<file path="src/rtl/mux_sel_seq.sv">
// Select sequencer feeding the tgmux16 transmission-gate mux: latches two operands and
// plays a select bit pattern one bit per clock for a programmed number of passes.
//
// state   | meaning
// --------+-----------------------------------------------------------
// IDLE    | waiting for start; sel low, operands held
// RUN     | playing pattern bits on sel, counting completed passes
// DONE    | single-cycle completion pulse, then back to IDLE
module mux_sel_seq #(
    parameter int WIDTH   = 8,
    parameter int PAT_LEN = 8,
    parameter int CNT_W   = 8
) (
    input  logic               clk,
    input  logic               rst,
    input  logic               start,
    input  logic               hold,
    input  logic [PAT_LEN-1:0] pattern,
    input  logic [CNT_W-1:0]   repeat_num,
    input  logic [WIDTH-1:0]   data_a,
    input  logic [WIDTH-1:0]   data_b,
    output logic [WIDTH-1:0]   in1,
    output logic [WIDTH-1:0]   in2,
    output logic               sel,
    output logic               sel_edge,
    output logic               busy,
    output logic               done,
    output logic [CNT_W-1:0]   pass_cnt
);

    localparam int IDX_W = (PAT_LEN > 1) ? $clog2(PAT_LEN) : 1;
    localparam logic [IDX_W-1:0] IDX_LAST = IDX_W'(PAT_LEN - 1);

    localparam logic [1:0] ST_IDLE = 2'd0;
    localparam logic [1:0] ST_RUN  = 2'd1;
    localparam logic [1:0] ST_DONE = 2'd2;

    logic [1:0]         state;
    logic [1:0]         state_nxt;
    logic [PAT_LEN-1:0] pattern_q;
    logic [CNT_W-1:0]   repeat_q;
    logic [IDX_W-1:0]   idx;
    logic [IDX_W-1:0]   idx_nxt;
    logic [CNT_W-1:0]   pass_nxt;
    logic               sel_nxt;
    logic               capture;

    always_comb begin
        state_nxt = state;
        idx_nxt   = idx;
        pass_nxt  = pass_cnt;
        sel_nxt   = sel;
        capture   = 1'b0;
        case (state)
            ST_IDLE: begin
                sel_nxt = 1'b0;
                if (start) begin
                    capture   = 1'b1;
                    state_nxt = ST_RUN;
                    idx_nxt   = '0;
                    pass_nxt  = '0;
                    sel_nxt   = pattern[PAT_LEN-1];
                end
            end
            ST_RUN: begin
                if (!hold) begin
                    if (idx == IDX_LAST) begin
                        idx_nxt  = '0;
                        pass_nxt = pass_cnt + 1'b1;
                        // repeat count of zero never terminates; only rst leaves RUN
                        if ((repeat_q != '0) && (pass_nxt == repeat_q)) begin
                            state_nxt = ST_DONE;
                            sel_nxt   = 1'b0;
                        end else begin
                            sel_nxt = pattern_q[PAT_LEN-1];
                        end
                    end else begin
                        idx_nxt = idx + 1'b1;
                        sel_nxt = pattern_q[IDX_LAST - idx_nxt];
                    end
                end
            end
            ST_DONE: begin
                state_nxt = ST_IDLE;
                sel_nxt   = 1'b0;
            end
            default: begin
                state_nxt = ST_IDLE;
                sel_nxt   = 1'b0;
            end
        endcase
    end

    always_ff @(posedge clk) begin
        if (rst) begin
            state     <= ST_IDLE;
            pattern_q <= '0;
            repeat_q  <= '0;
            idx       <= '0;
            pass_cnt  <= '0;
            sel       <= 1'b0;
            sel_edge  <= 1'b0;
            busy      <= 1'b0;
            done      <= 1'b0;
            in1       <= '0;
            in2       <= '0;
        end else begin
            state    <= state_nxt;
            idx      <= idx_nxt;
            pass_cnt <= pass_nxt;
            sel      <= sel_nxt;
            // strobe lands in the same cycle the new sel value appears
            sel_edge <= (sel_nxt != sel);
            busy     <= (state_nxt == ST_RUN);
            done     <= (state_nxt == ST_DONE);
            if (capture) begin
                pattern_q <= pattern;
                repeat_q  <= repeat_num;
                in1       <= data_a;
                in2       <= data_b;
            end
        end
    end

endmodule

</file>
<file path="config.mk">
export PLATFORM = sky130hd
export DESIGN_NAME = mux_sel_seq
export DESIGN_NICKNAME = d
export VERILOG_FILES = /design/src/rtl/mux_sel_seq.sv
export SDC_FILE = /design/constraint.sdc
export NUM_CORES = 1
export LEC_CHECK = 0
export CORE_MARGIN = 5
export CORE_UTILIZATION = 50
export DETAILED_ROUTE_END_ITERATION = 10
export GPL_TIMING_DRIVEN = 0
export PLACE_DENSITY = 0.83
export SETUP_SLACK_MARGIN = 0.05
export SLEW_MARGIN = 20
export SYNTH_ARGS = -nofsm -noshare
export SYNTH_HDL_FRONTEND = slang
export SYNTH_SLANG_ARGS = --single-unit
</file>
<file path="constraint.sdc">
create_clock -name clk -period 5.1 [get_ports clk]
set_input_delay 1.02 -clock clk [delete_from_list [all_inputs] [get_ports clk]]
set_output_delay 1.02 -clock clk [all_outputs]
set_load 0.05 [all_outputs]
</file>
==> summary.md <==
* run status: completed
* Synth Cell Area: 2240 um2
* initial drt markers: 220
* CTS Hold Bufs: 0
* number of antenna-violating nets in the routed design: 0
* transition time at the pin with the least slew margin: 512 ps
* TritonCTS buffer count: 5
* critical register-to-register path startpoint: idx[0]
* vias per cell: 5.42
* register bit total from synthesis: 49
* final instance count without filler cells: 402
* VDD IR max: 0.175 mV
* combined flip-flop and latch cell area: 981 um2
* Critical Path Source Type: flop
* vias in the first global route: 2,075
* minimum setup slack after placement: 2130 ps
* number of enable-type register cells in the synthesized netlist: 0
* CTS H-tree lvls: 2
* PostCTS Resize Cnt: 0
* placed cell count: 394
* Required @ worst endpoint: 4080 ps
* origin of the worst setup path: pass_cnt[0]
* Static Leak: 1.09 nW
* Max Root-Sink Buffers: 2
* Post CTS Setup Buffer Count: 0
* initial standard-cell utilization of the core: 51.4%
* worst setup path class: reg2out
* layout cell share with drive strength beyond 1: 5.71%
* Syn. warnings: 0
* Setup violations, final: 0
* area used by multi-input combinational logic: 1170 um2
* Root Driver: sky130_fd_sc_hd__clkbuf_8
* Critical Path Max Stage Delay: 860 ps
* number of fill cells: 363
* clock network latency to the later pin of the worst-skew pair: 310 ps
* Period Utilization, post-route: 52.1%
* clock tree skew after final layout: 8.63 ps
* cell accounting for the most synthesized area: sky130_fd_sc_hd__dfxtp_1
* Routed WL: 5540 um
* most common cell in the synthesized netlist: sky130_fd_sc_hd__nand2_1
* max-capacitance violation count: 0
* Achievable Freq: 0.376 GHz
* crit-path cells: clkdlybuf4s50_1
* area added between synthesis and finish: 34.9%
* Die Wd: 76.9 um
* IO Count: 64
* routability cong.: 0.891
* Post-Syn Area per Cell: 8.03 um2
* critical path buffer and inverter count: 1
* net total in the final layout: 388
* Syn Inst Count: 279
* initial antenna violation count: 0
* data arrival time of the worst path: 1640 ps
* Yosys top cell area share: 43.8%
* All-Layer GR Usage: 19.4%
* Sinks on Clock Net: 49
* floorplan die area: 5920 um2
* worst hold path startpoint: in2[3]
* crit path setup slack, layout: 2440 ps
* slowest cell on the critical path: sky130_fd_sc_hd__clkdlybuf4s50_1
* top cell types by occurrence after synthesis: sky130_fd_sc_hd__nand2_1, sky130_fd_sc_hd__dfxtp_1, sky130_fd_sc_hd__a21oi_1
* Largest delay share family, worst path: buffers and inverters
* number of remaining DRC errors: 0
* setup repair after global routing missed its margin: false
* CTS tree: yes
* Final Max Slew Viols: 0
* Distinct cells, synth: 50
* FFs w/ async S/R, synth: 0%
* Most used DFF post-synth: sky130_fd_sc_hd__dfxtp_1
* total via count after detailed routing: 2,177
* placeable core area: 4350 um2
* Pre-antenna DRT Iters: 4
* final critical path time including I/O delays and setup: 2660 ps
* CP Max Fanout: 7
* wire length of the first global-routing pass: 9520 um
* sum of negative setup slack: 0 ps
* number of core rows: 24
* clock-pin transition on the worst setup and hold timing paths: 80 ps
* post-synth net total: 318
* count of buffers inserted at the top-level ports: 63
* critical path endpoint category: primary output
* power density over cell area: 266 nW/um2
* ant diodes: 0
* Die Span Y: 76.9 um
* largest net degree at the start of global routing: 16
* leading post-synthesis cells by cell area: sky130_fd_sc_hd__dfxtp_1, sky130_fd_sc_hd__nand2_1, sky130_fd_sc_hd__a21oi_1
* routed len/inst: 13.8 um
* headroom to the max-slew limit: 65.8%
* Hold Fails Final Rpt: 0
* Hold Path Class: reg2reg
* sequential-to-total area share from yosys stat: 43.8%
* GR Overflow Total: 0
* Detailed Place HPWL: 4120 um
[path summary, 6_finish.rpt]
path	end	slack, ps	cells after the start
worst max-delay path	pass_cnt[0]	2440	1
worst min-delay path	in2[3]	460	2
worst max register to register	pass_cnt[6]	2910	6
worst min register to register	in2[3]	460	2
[stage by stage]
step	util (%)	power, mW	hold WS (ps)	cell area, um2
finish	69.4	0.803	455	3020
global route	69.4	0.842	481	3020
CTS	69.4	0.811	459	3020
detailed placement	67.4	0.582	447	2940
global placement	67.4	0.579	441	2940
floorplan	-	0.516	433	2240
[flip-flops by register name, indices dropped and copies added (netlist names)]
signal / flops
in1: 8
sel: 1
in2: 8
pattern_q: 8
state: 2
busy: 1
pass_cnt: 8
repeat_q: 8
idx: 3
done: 1
sel_edge: 1
[final cells by class]
cell class | instances | area share (%)
Buffer | 17 | 2.48
Multi-Input combinational cell | 210 | 38.8
Tap cell | 52 | 2.15
Clock inverter | 2 | 0.455
Inverter | 3 | 0.373
Sequential cell | 49 | 32.5
Timing Repair Buffer | 63 | 20.9
Clock buffer | 6 | 2.40
[worst min-delay path, cell delays in order, from the launching register on]
cell                      delay, ps
sky130_fd_sc_hd__dfxtp_1        320
sky130_fd_sc_hd__nand2_1         50
sky130_fd_sc_hd__a21oi_1         50
[logic make-up after synthesis]
kind of cell / after synthesis / share of synthesized area, %
AO/OA/AOI/OAI: 70 / 18.3
XOR/XNOR: 7 / 2.74
adder cells (fa/ha/maj): 3 / 1.68
buffers and inverters: 20 / 3.85
flip-flops: 49 / 43.8
multiplexers: 4 / 2.40
AND/OR/NAND/NOR: 126 / 27.2
[per-layer routing]
| layer | vias to the layer above | part of all wire [%] | track usage [%] |
|---|---|---|---|
| met5 | - | 0 | 0 |
| met4 | 0 | 1.5 | 6.29 |
| met3 | 10 | 7.5 | 6.09 |
| met2 | 65 | 48 | 32.5 |
| met1 | 991 | 43 | 23.5 |
| li1 | 1111 | - | - |
[cell usage in the layout, fill, tap and decap left out, types with 3 or more instances in the layout]
cell type                         Yosys  layout
sky130_fd_sc_hd__buf_2                3       3
sky130_fd_sc_hd__nor4_1               3       3
sky130_fd_sc_hd__a31oi_1              4       4
sky130_fd_sc_hd__nand3_1              3       3
sky130_fd_sc_hd__ha_1                 3       3
sky130_fd_sc_hd__clkdlybuf4s50_1      0      63
sky130_fd_sc_hd__nor2_1              14      14
sky130_fd_sc_hd__nand2b_1             4       4
sky130_fd_sc_hd__nand2_1             69      69
sky130_fd_sc_hd__inv_1                3       3
sky130_fd_sc_hd__xor2_1               3       3
sky130_fd_sc_hd__xnor2_1              4       4
sky130_fd_sc_hd__clkbuf_8             0       5
sky130_fd_sc_hd__nor3_1               4       4
sky130_fd_sc_hd__a21oi_1             45      45
sky130_fd_sc_hd__dfxtp_1             49      49
sky130_fd_sc_hd__or4_1                3       3
sky130_fd_sc_hd__or3_1                5       5
sky130_fd_sc_hd__o21ai_0              7       7
sky130_fd_sc_hd__clkbuf_1            12      13
[report_power, final]
part | switching (mW) | internal (mW) | leakage [nW] | total (mW)
Combinational | 0.0912 | 0.0678 | 0.647 | 0.159
Clock | 0.132 | 0.0979 | 0.0456 | 0.230
Sequential | 0.0126 | 0.401 | 0.401 | 0.414
Note: power is estimated with default switching activity, not from simulation.
